--- config.mk ---
export PLATFORM = sky130hd
export DESIGN_NAME = spi_pixel_sender_flat
export DESIGN_NICKNAME = d
export VERILOG_FILES = /design/src/rtl/ili9341_pkg.sv /design/src/rtl/spi_pixel_sender_if.sv /design/src/rtl/spi_bit_timer.sv /design/src/rtl/spi_pixel_sender.sv /design/src/flat_wrapper.sv
export SDC_FILE = /design/constraint.sdc
export NUM_CORES = 1
export LEC_CHECK = 0
export CORE_MARGIN = 1.5
export CORE_UTILIZATION = 35
export CTS_CLUSTER_DIAMETER = 30
export DETAILED_ROUTE_END_ITERATION = 10
export REMOVE_ABC_BUFFERS = 1
export SYNTH_ARGS = -nofsm -noshare
export SYNTH_HDL_FRONTEND = slang
export SYNTH_HIERARCHICAL = 1
export SYNTH_SLANG_ARGS = --single-unit
--- constraint.sdc ---
create_clock -name clk -period 2 [get_ports clk]
set_input_delay 0.4 -clock clk [delete_from_list [all_inputs] [get_ports clk]]
set_output_delay 0.4 -clock clk [all_outputs]
set_load 0.01 [all_outputs]
--- src/rtl/ili9341_pkg.sv ---
// Shared definitions for the ILI9341 display path: pixel/display geometry and the
// SPI pixel sender state encoding.
package ili9341_pkg;

    localparam int PIXEL_W   = 16;
    localparam int DISP_W    = 240;
    localparam int DISP_H    = 320;
    localparam int PIX_IDX_W = 17;

    typedef enum logic [1:0] {
        ST_IDLE,
        ST_WAIT_RDY,
        ST_SHIFT,
        ST_GAP
    } spi_sender_state_t;

    // Counter width able to hold max_val, never narrower than one bit.
    function automatic int cnt_w(input int max_val);
        return (max_val < 1) ? 1 : $clog2(max_val + 1);
    endfunction

endpackage

--- src/rtl/spi_pixel_sender_if.sv ---
// Pixel handshake plus SPI link of the pixel sender. The master side offers pixels and
// drives spi_ready; the slave side is the sender itself.
interface spi_pixel_sender_if;
    import ili9341_pkg::*;

    logic               pix_valid;
    logic [PIXEL_W-1:0] pix_data;
    logic               pix_ready;
    logic               spi_ready;
    logic               spi_sck;
    logic               spi_sda;

    modport master (
        output pix_valid, pix_data, spi_ready,
        input  pix_ready, spi_sck, spi_sda
    );

    modport slave (
        input  pix_valid, pix_data, spi_ready,
        output pix_ready, spi_sck, spi_sda
    );

endinterface

--- src/rtl/spi_bit_timer.sv ---
// SCK half-period timer: while enabled, emits alternating rise/fall strobes every CLK_DIV
// clk cycles, first a rise; held cleared while disabled.
module spi_bit_timer #(
    parameter int CLK_DIV = 4
) (
    input  logic clk,
    input  logic reset,
    input  logic en,
    output logic sck_rise,
    output logic sck_fall
);

    localparam int               CNT_W = $clog2(CLK_DIV + 1);
    localparam logic [CNT_W-1:0] LAST  = CNT_W'(CLK_DIV - 1);

    logic [CNT_W-1:0] cnt;
    logic             phase;
    logic             tick;

    assign tick     = en && (cnt == LAST);
    assign sck_rise = tick && !phase;
    assign sck_fall = tick && phase;

    // NOTE: non-blocking assignments so every flop here samples pre-edge values.
    always_ff @(posedge clk or posedge reset) begin
        if (reset) begin
            cnt   <= '0;
            phase <= 1'b0;
        end else if (!en) begin
            cnt   <= '0;
            phase <= 1'b0;
        end else if (tick) begin
            cnt   <= '0;
            phase <= ~phase;
        end else begin
            cnt   <= cnt + CNT_W'(1);
        end
    end

endmodule

--- src/rtl/spi_pixel_sender.sv ---
// Serializes RGB565 pixels MSB-first onto spi_sck/spi_sda, starting a word only while
// spi_ready is high. Optional frame counter enabled by SPI_SENDER_FRAME_CNT_EN.
module spi_pixel_sender
    import ili9341_pkg::*;
#(
    parameter int CLK_DIV    = 4,
    parameter int GAP_CYCLES = 2,
    parameter int FRAME_PIX  = DISP_W * DISP_H
) (
    input  logic                 clk,
    input  logic                 reset,
    spi_pixel_sender_if.slave    bus,
    output logic                 busy,
    output logic                 frame_done,
    output logic [PIX_IDX_W-1:0] pix_index
);

    localparam int GAP_W = cnt_w(GAP_CYCLES);

    if (CLK_DIV < 1 || GAP_CYCLES < 0 || FRAME_PIX < 1 || FRAME_PIX > (1 << PIX_IDX_W))
    begin : g_bad_params
        $error("spi_pixel_sender: illegal parameter value");
    end

    spi_sender_state_t  state, state_next;
    logic [PIXEL_W-1:0] shreg;
    logic [3:0]         bit_cnt;
    logic [GAP_W-1:0]   gap_cnt;
    logic               sck_q;
    logic               pix_ready;
    logic               sck_rise, sck_fall;
    logic               accept, word_done, gap_last;

    spi_bit_timer #(.CLK_DIV(CLK_DIV)) u_timer (
        .clk      (clk),
        .reset    (reset),
        .en       (state == ST_SHIFT),
        .sck_rise (sck_rise),
        .sck_fall (sck_fall)
    );

    assign accept    = pix_ready && bus.pix_valid;
    assign word_done = (state == ST_SHIFT) && sck_fall && (bit_cnt == 4'd15);
    assign gap_last  = (gap_cnt == GAP_W'(GAP_CYCLES - 1));

    always_ff @(posedge clk or posedge reset) begin
        if (reset) state <= ST_IDLE;
        else       state <= state_next;
    end

    // NOTE: every output of this block gets a default first, so no latch is inferred.
    always_comb begin
        state_next = state;
        pix_ready  = 1'b0;
        busy       = 1'b1;
        unique case (state)
            ST_IDLE: begin
                busy      = 1'b0;
                pix_ready = !reset;
                if (accept) state_next = ST_WAIT_RDY;
            end
            ST_WAIT_RDY: if (bus.spi_ready) state_next = ST_SHIFT;
            ST_SHIFT:    if (word_done) state_next = (GAP_CYCLES == 0) ? ST_IDLE : ST_GAP;
            ST_GAP:      if (gap_last) state_next = ST_IDLE;
            default:     state_next = ST_IDLE;
        endcase
    end

    // Next bit is presented on the same edge SCK falls; bit_cnt wraps only at word end.
    always_ff @(posedge clk or posedge reset) begin
        if (reset) begin
            shreg   <= '0;
            bit_cnt <= '0;
            sck_q   <= 1'b0;
        end else begin
            if (accept) shreg <= bus.pix_data;
            else if (state == ST_SHIFT && sck_fall) shreg <= {shreg[PIXEL_W-2:0], 1'b0};
            if (state == ST_SHIFT && sck_fall) bit_cnt <= bit_cnt + 4'd1;
            if (sck_rise)      sck_q <= 1'b1;
            else if (sck_fall) sck_q <= 1'b0;
        end
    end

    always_ff @(posedge clk or posedge reset) begin
        if (reset)                 gap_cnt <= '0;
        else if (state == ST_GAP)  gap_cnt <= gap_cnt + GAP_W'(1);
        else                       gap_cnt <= '0;
    end

    assign bus.pix_ready = pix_ready;
    assign bus.spi_sck   = sck_q;
    assign bus.spi_sda   = (state == ST_SHIFT) && shreg[PIXEL_W-1];

`ifdef SPI_SENDER_FRAME_CNT_EN
    always_ff @(posedge clk or posedge reset) begin
        if (reset) begin
            pix_index  <= '0;
            frame_done <= 1'b0;
        end else begin
            frame_done <= 1'b0;
            if (word_done) begin
                if (pix_index == PIX_IDX_W'(FRAME_PIX - 1)) begin
                    pix_index  <= '0;
                    frame_done <= 1'b1;
                end else begin
                    pix_index  <= pix_index + PIX_IDX_W'(1);
                end
            end
        end
    end
`else
    assign pix_index  = '0;
    assign frame_done = 1'b0;
`endif

endmodule
--- src/flat_wrapper.sv ---
// flat-port wrapper written by rule: the top's interface ports become plain ports
module spi_pixel_sender_flat import ili9341_pkg::*;
#(
    parameter int CLK_DIV    = 4,
    parameter int GAP_CYCLES = 2,
    parameter int FRAME_PIX  = DISP_W * DISP_H
)
  (clk, reset, busy, frame_done, pix_index, bus_pix_valid, bus_pix_data, bus_spi_ready, bus_pix_ready, bus_spi_sck, bus_spi_sda);
  spi_pixel_sender_if bus_i ();
  input  logic clk;
  input  logic reset;
  output logic busy;
  output logic frame_done;
  output logic [PIX_IDX_W-1:0] pix_index;
  input wire logic [$bits(bus_i.pix_valid)-1:0] bus_pix_valid;
  input wire logic [$bits(bus_i.pix_data)-1:0] bus_pix_data;
  input wire logic [$bits(bus_i.spi_ready)-1:0] bus_spi_ready;
  output wire logic [$bits(bus_i.pix_ready)-1:0] bus_pix_ready;
  output wire logic [$bits(bus_i.spi_sck)-1:0] bus_spi_sck;
  output wire logic [$bits(bus_i.spi_sda)-1:0] bus_spi_sda;
  assign bus_i.pix_valid = bus_pix_valid;
  assign bus_i.pix_data = bus_pix_data;
  assign bus_i.spi_ready = bus_spi_ready;
  assign bus_pix_ready = bus_i.pix_ready;
  assign bus_spi_sck = bus_i.spi_sck;
  assign bus_spi_sda = bus_i.spi_sda;
  spi_pixel_sender #(.CLK_DIV(CLK_DIV), .GAP_CYCLES(GAP_CYCLES), .FRAME_PIX(FRAME_PIX)) u_core (.clk(clk), .reset(reset), .bus(bus_i), .busy(busy), .frame_done(frame_done), .pix_index(pix_index));
endmodule
# After elaboration in Yosys (flattened, before gate mapping)
# Cells that the tools add are included.
# classes
n_bitwise	1
order_cmp	0
shift	0
mux	16
n_reduce_logical	13
n_mul	0
n_eq_ne	11
div	0
n_addsub	3
# ops
cell	count
$mux W16	2
$mux W2	5
$ne A2 B1 Y1 const B	4
$pmux W2 S4	1
$logic_and A1 B1 Y1	7
$mux W1	6
$mux W3	2
$add A4 B1 Y4 const B	1
$eq A2 B1 Y1 const B	2
$eq A2 B2 Y1 const B	2
$eq A4 B4 Y1 const B	1
$reduce_and A4 Y1	1
$reduce_bool A2 Y1	2
$add A3 B1 Y3 const B	1
$eq A3 B2 Y1 const B	1
$add A2 B1 Y2 const B	1
$logic_not A1 Y1	2
$logic_not A2 Y1	1
$ne A2 B2 Y1 const B	1
$not A1 Y1	1
# totals
mem_count	0
out_inout_bits	22
word_cells	51
latchBits	0
regBits	29
rom_bits	0
mem_bits_rw	0
inputBits	20

# Logic depth before layout (Yosys ltp)
# Gate-level depths: netlist of the first run.
# logic_depth
depth_word	7
mapped_depth	7
depth_no_buf	6

# By module
# The synthesis of the first run kept the hierarchy.
# by_module_without_submodules
mod	area_per_inst_um2	seq_area_each_um2	cells_per_inst	instances
spi_pixel_sender	1346.3	625.6	130	1
spi_bit_timer	182.7	100.1	16	1

# Worst setup path before layout of the first run
# OpenSTA, ideal clock, no wires.
# synth_timing
path_type	flip-flop to flip-flop
from	register u_core.state[0]
to	register u_core.state[1]
n_path_buf	0
path_stages_with_launch	7
path_slack_ns	0.085
required_ns	1.872
synth_period_minus_slack_ns	1.915
setup_ns	0.128
t_arrival_ns	1.788
path_cell_list	dfrtp_1 inv_1 ha_1 and3_2 nand4_1 a211oi_2 mux2_1
# synth_via
elab_chain_cells	7
elab_cells_between_ends	16
classes_between	eq/ne (7); mux (2); reduce/logical (7)
# synth_lines
item	line	text
start: declaration	spi_pixel_sender.sv:25	spi_sender_state_t state, state_next;
start signal: assignment	spi_pixel_sender.sv:48	else state <= state_next;
$eq A2 B2 Y1	spi_pixel_sender.sv:37	.en (state == ST_SHIFT),
$logic_and A1 B1 Y1	spi_bit_timer.sv:20	assign tick = en && (cnt == LAST);
$logic_and A1 B1 Y1	spi_bit_timer.sv:22	assign sck_fall = tick && phase;
via u_core.sck_fall	spi_pixel_sender.sv:31	logic sck_rise, sck_fall;
$logic_and A1 B1 Y1 (2 in series)	spi_pixel_sender.sv:43	assign word_done = (state == ST_SHIFT) && sck_fall && (bit_cnt == 4'd15);
$ne A2 B1 Y1 (no line)	n/a	
$reduce_and A4 Y1 (no line)	n/a	
# The timed path passes the listed nets, and every way through them passes these cells.
# A chain may end at the register's enable or synchronous reset.

# Worst setup path in the final report of the first run
# layout_timing
from	register u_core.u_timer.cnt[0]
to	register u_core.bit_cnt[1]
# layout_via
elab_chain_cells	4
# layout_lines
item	line	text
start: declaration	spi_bit_timer.sv:16	logic [CNT_W-1:0] cnt;
start signal: assignment	spi_bit_timer.sv:36	cnt <= cnt + CNT_W'(1);
$eq A3 B2 Y1	spi_bit_timer.sv:20	
$logic_and A1 B1 Y1	spi_bit_timer.sv:20	
$logic_and A1 B1 Y1	spi_bit_timer.sv:22	
via u_core.sck_fall	spi_pixel_sender.sv:31	
$logic_and A1 B1 Y1	spi_pixel_sender.sv:78	if (state == ST_SHIFT && sck_fall) bit_cnt <= bit_cnt + 4'd1;
end signal: assignment	spi_pixel_sender.sv:78	
end: declaration	spi_pixel_sender.sv:27	logic [3:0] bit_cnt;
# The timed path passes the listed nets, and every way through them passes these cells.

==> results of run 1 <==
==> layout make-up <==
type / instances / area, sq um / area share [%]
Clock buffer: 8 / 80.08 / 4.295
Timing Repair Buffer: 29 / 287.8 / 15.44
Tap cell: 50 / 62.56 / 3.356
Inverter: 9 / 33.78 / 1.812
Sequential cell: 29 / 725.7 / 38.93
Multi-Input combinational cell: 103 / 674.4 / 36.17
==> metal layers <==
metal	vias to the layer above	track usage (%)
met3	8	3.509
met4	0	5.882
li1	512	-
met5	-	0
met2	39	19.12
met1	468	12.58
==> cells by family (layout without fill, tap and decap cells) <==
group / Yosys count / in the layout / share of synthesized area [%]
AOI/OAI and AO/OA: 21 / 21 / 8.102
xor gates and xnor gates: 3 / 3 / 1.719
adders and majority gates: 7 / 7 / 5.728
buffers and inverters: 31 / 46 / 12.77
DFF: 29 / 29 / 47.46
muxes: 17 / 17 / 11.29
other: 1 / 18 / 0.2453
and+or+nand+nor: 37 / 37 / 12.69
==> placed cells by master (no fill, tap or decap), types with 5 or more instances in the layout <==
master           count
dfrtp_1             29
clkdlybuf4s50_1     20
nor2_1              19
conb_1              18
a21oi_1             16
mux2i_1             15
inv_1                9
ha_1                 6
clkbuf_8             5
buf_4                5
==> worst paths after layout <==
check	endpoint	slack, ps	cells past startpoint
setup reg to reg	u_core/bit_cnt[1]	160	6
setup / recovery	u_core/bit_cnt[1]	160	6
min in group clk	u_core/gap_cnt[0]	440	1
hold reg to reg	u_core/gap_cnt[0]	440	1
hold / removal	u_core/u_timer/phase	400	2
max in group asynchronous	u_core/shreg[2]	1160	3
==> flip-flops by register name, summed over array words and instances (netlist names) <==
signal                cells
u_core/shreg             16
u_core/state              2
u_core/bit_cnt            4
u_core/gap_cnt            2
u_core/u_timer/cnt        3
u_core/bus.spi_sck        1
u_core/u_timer/phase      1
==> through the flow <==
step                TNS [ps]  cell area, sq um  util, %  setup slack [ps]
finish                     0              1864    45.62             160.9
global route               0              1864    45.62             74.70
CTS                        0              1854    45.38             20.99
detailed placement    -56.86              1767    43.23            -56.86
global placement      -68.64              1767    43.23            -68.64
floorplan                  0              1431        -             84.81
==> worst reg2reg max path, cell delays in order (launching register included) <==
cell and delay [ps]:
dfrtp_1 380, ha_1 230, nor2b_4 140, and3_2 220
buf_4 150, nand2_4 250, mux2_1 360
==> timing repair <==
| action | in CTS | in global routing |
|---|---|---|
| endpoints found under the setup margin | 3 | 1 |
| buffers inserted | 1 | 1 |
| gates resized for setup | 3 | 1 |
==> report_power, final <==
part | total (mW) | switching, mW | internal (mW)
combinational | 0.692 | 0.327 | 0.365
clock | 0.447 | 0.200 | 0.246
sequential | 0.908 | 0.113 | 0.795
==> impl_metrics.yaml, run 1 <==
status:
  outcome: "finished, final reports clean"
routing:
  met2_length_um: 1189
  wl_met3_um: 158
  m1WireLength_um: 1061
  drtPass1Iterations: 4
  drt-initial-drc-count: 36
  drtAntennaViolNets: 0
  num_vias: 1027
  routed.top_layer: "met4"
  wl_um: 2465
  drc: 0
  avgRoutedWirePerCell_um: 10.81
  viasPerCell: 4.504
setup_path:
  critPathArrivalTime_ps: 2000
  crit_buf_inv: 1
  r2r_start: "u_core/u_timer/cnt[0]"
  crit_start: "u_core/u_timer/cnt[0]"
  crit_path_max_incr_delay_ps: 380
  required_ps: 2160
  cp-start-kind: "flip-flop"
  cp_slowest_cell: "dfrtp_1"
  worstPathCellList: "ha_1, nor2b_4, and3_2, buf_4, nand2_4, mux2_1"
  path_delay_family: "simple AND/OR/NAND/NOR gates"
  worst_setup_path_end_kind: "flip-flop"
  crit_type: "reg2reg"
  path_max_fanout: 19
logic_synthesis:
  yosysTopAreaCellShare_pct: 47.46
  synth_warnings: 6
  syn-cell-area_sq_um: 1529
  netlist_instances: 146
  synth_seq_cells: 29
  yosysMostFrequentCell: "dfrtp_1"
  synth-async-reset-ratio_pct: 100.0
  seq_area_frac_synth_pct: 47.46
  yosysUniqueCellTypes: 29
  synth_edf_count: 0
  synth.area.top_cells: "dfrtp_1 (47%), mux2i_1 (9.8%), buf_4 (8.8%), ha_1 (5.7%), a21oi_1 (5.2%)"
  syn_area_per_cell_sq_um: 10.47
  synthFlopType: "dfrtp_1"
  yosysTopAreaCell: "dfrtp_1"
  netlist_top_cells_count: "dfrtp_1 (29), nor2_1 (19), buf_4 (18)"
place:
  dp.cells: 218
  gp_congestion: 0.7996
  dp.final_hpwl_um: 1790
  port_buffers: 23
pwr:
  power.leakage_nw: 0.9860
  ir_drop_uv: 531.0
  power.density_nw_per_um2: 1098
  total_power_mw: 2.047
clocking:
  clk_pin_slew_ps: 60
  cts_sinks: 29
  htreeDepth: 2
  cts.path.max_buffers: 2
  cts_tree: "built"
  cts-buffers-inserted: 5
  clk_latency_ps: 270
  hold_buffers: 0
  cts_root_buf: "clkbuf_8"
final_layout:
  area_growth_pct: 21.93
  fin_cells: 228
  drive_above_1_share_pct: 10.11
  diodes: 0
  nets: 204
  fill_cells: 391
floorplan:
  num_rows: 23
  die_w_um: 69.10
  start_util_pct: 37.42
  dieArea_sq_um: 4774
  die_height_um: 69.10
  pin_count: 42
  coreArea_sq_um: 4086
timing:
  period_minus_slack_ps: 1839
  setup_violations: 0
  holdWs_ps: 397.3
  fin_skew_ps: 1.109
  max_freq_mhz: 543.7
  grt_setup_unrepaired: "no"
  finalCritPeriodShare_pct: 91.96
  slew_violations: 0
  hold_viol_final: 0
grt:
  antenna_found_initial: 0
  grt_pass1_wl_um: 4298
  grt_max_degree: 32
  grt_pass1_vias: 995
  track_usage_pct: 11.26
  grt-ovfl-total: 0
flow_run:
  cap_violations: 0
worst_hold_path:
  hold_class: "in2async"
Power figures use the tool's default switching activity.
==> run 2: changes to the inputs <==
--- a/config.mk
+++ b/config.mk
@@ -6,10 +6,12 @@
 export NUM_CORES = 1
 export LEC_CHECK = 0
 export CORE_MARGIN = 1.5
-export CORE_UTILIZATION = 35
+export CORE_UTILIZATION = 39
 export CTS_CLUSTER_DIAMETER = 30
 export DETAILED_ROUTE_END_ITERATION = 10
+export PLACE_DENSITY = 0.7
 export REMOVE_ABC_BUFFERS = 1
+export SLEW_MARGIN = 40
 export SYNTH_ARGS = -nofsm -noshare
 export SYNTH_HDL_FRONTEND = slang
 export SYNTH_HIERARCHICAL = 1
==> run 2 against run 1 <==
  * Wire length decreased by 1.9%
  * Via count down 0.39%
  * Clock power up 39%
  * Register-to-register slack barely moved
  * Total power grew 8.8%
==> impl_metrics.yaml, run 2 (synthesized netlist as in run 1, its figures left out) <==
clocking:
  clk_latency_ps: 280
  cts.path.max_buffers: 2
  clk_pin_slew_ps: 60
  cts_tree: "built"
  cts-buffers-inserted: 5
  hold_buffers: 0
  htreeDepth: 2
  cts_sinks: 29
  cts_root_buf: "clkbuf_8"
routing:
  drt-initial-drc-count: 19
  drtPass1Iterations: 3
  wl_um: 2418
  drc: 0
  viasPerCell: 4.567
  num_vias: 1023
  avgRoutedWirePerCell_um: 10.79
  drtAntennaViolNets: 0
setup_path:
  required_ps: 1600
  r2r_start: "u_core/u_timer/cnt[0]"
  crit_type: "reg2out"
  cp_slowest_cell: "dfrtp_1"
  worstPathCellList: "inv_1, ha_1, and2b_1, dlygate4sd2_1"
  worst_setup_path_end_kind: "output pin"
  cp-start-kind: "flip-flop"
  critPathArrivalTime_ps: 1480
  path_max_fanout: 4
  crit_path_max_incr_delay_ps: 420
  crit_start: "u_core/state[1]"
final_layout:
  seq_area_sq_um: 725.7
  area_growth_pct: 23.81
  nets: 202
  mostFrequentLayoutCell: "dfrtp_1"
  drive_above_1_share_pct: 10.80
  largest_reg_flops: 16
  final_cell_mix: "dfrtp_1 (29), clkdlybuf4s50_1 (20), nor2_1 (19), conb_1 (18), a21oi_1 (16)"
  diodes: 0
  regMostFlops: "u_core/shreg"
  fill_cells: 349
  fin_util_pct: 50.94
  largest_registers: "u_core/shreg x16, u_core/bit_cnt x4, u_core/u_timer/cnt x3"
  multi_input_area_sq_um: 684.4
floorplan:
  die_w_um: 65.62
  dieArea_sq_um: 4305
  die_height_um: 65.62
  coreArea_sq_um: 3716
  pin_count: 42
  start_util_pct: 41.14
  num_rows: 22
grt:
  grt_pass1_vias: 908
  antenna_found_initial: 0
  track_usage_pct: 12.78
  grt_pass1_wl_um: 4057
  grt-ovfl-total: 0
  grt_max_degree: 32
timing:
  fin_skew_ps: 7.442
  finalSetupTns_ps: 0
  slew_violations: 0
  max_freq_mhz: 533.0
  setup_violations: 0
  finalCritPeriodShare_pct: 93.81
  period_minus_slack_ps: 1876
  grt_setup_unrepaired: "no"
  hold_viol_final: 0
flow_run:
  cap_violations: 0
place:
  dp.final_hpwl_um: 1727
  port_buffers: 23
  gp_congestion: 0.7513
pwr:
  ir_drop_uv: 476.0
  power.density_nw_per_um2: 1177
  power.leakage_nw: 1.002
status:
  outcome: "finished, final reports clean"
worst_hold_path:
  hold_class: "in2async"
run 2: changes by cell type in the layout (fill, tap and decap cells not counted), sizes merged:
cell | before | now
buf | 6 | 4
bufinv | 0 | 1
clkbuf | 8 | 7
run 2: stage by stage:
step | hold WS [ps] | std cells | area (sq um) | setup WS (ps) | power, mW
after floorplan | 166.1 | 141 | 1431 | 84.81 | 1.353
after global placement | 415.5 | 215 | 1757 | -60.27 | 1.561
after detailed placement | 422.2 | 215 | 1757 | -43.39 | 1.605
after CTS | 381.2 | 224 | 1891 | -16.51 | 2.259
after global routing | 402.8 | 224 | 1893 | 31.40 | 2.392
final | 379.5 | 224 | 1893 | 123.8 | 2.228
run 2: path summary, 6_finish.rpt:
kind | endpoint | slack, ps | cells after the start
worst max-delay path | bus_pix_ready | 120 | 4
worst min-delay path | u_core/u_timer/cnt[0] | 380 | 2
worst max register to register | u_core/state[1] | 160 | 6
worst min register to register | u_core/gap_cnt[0] | 440 | 1
max in group asynchronous | u_core/bus.spi_sck | 1170 | 3
min in group clk | u_core/gap_cnt[0] | 440 | 1
run 2: what timing repair did:
item / CTS / global route
endpoints found under the setup margin: 3 / 2
setup buffers: 1 / 0
cloned: 0 / 0
pin swaps: 0 / 1
gates resized for setup: 4 / 2
run 2: area by class of cell:
class / count / area share (%)
sequential: 29 / 38.33
multi-input combinational: 103 / 36.15
timing repair buffer: 27 / 14.41
clock buffer: 7 / 4.560
tap: 48 / 3.172
inverter: 9 / 1.785
clock inverter: 1 / 1.586
run 2: critical path, delay by kind of cell (launching register included):
family,cells,cell delay (ps)
DFF,1,420
buffers and inverters,2,380
adders and majority gates,1,220
and+or+nand+nor,1,190
run 2: metal layers:
metal	share of wire, %	track usage, %	up-vias
met5	0	0	-
met4	1.4	6.250	0
met3	5.9	4.623	4
met2	49	21.94	32
met1	44	13.88	480
li1	-	-	507
run 2: report_power, final:
group,switching [mW],total (mW),internal [mW]
clock network,0.215,0.620,0.406
logic,0.329,0.695,0.366
registers,0.118,0.912,0.794
total,0.662,2.23,1.57
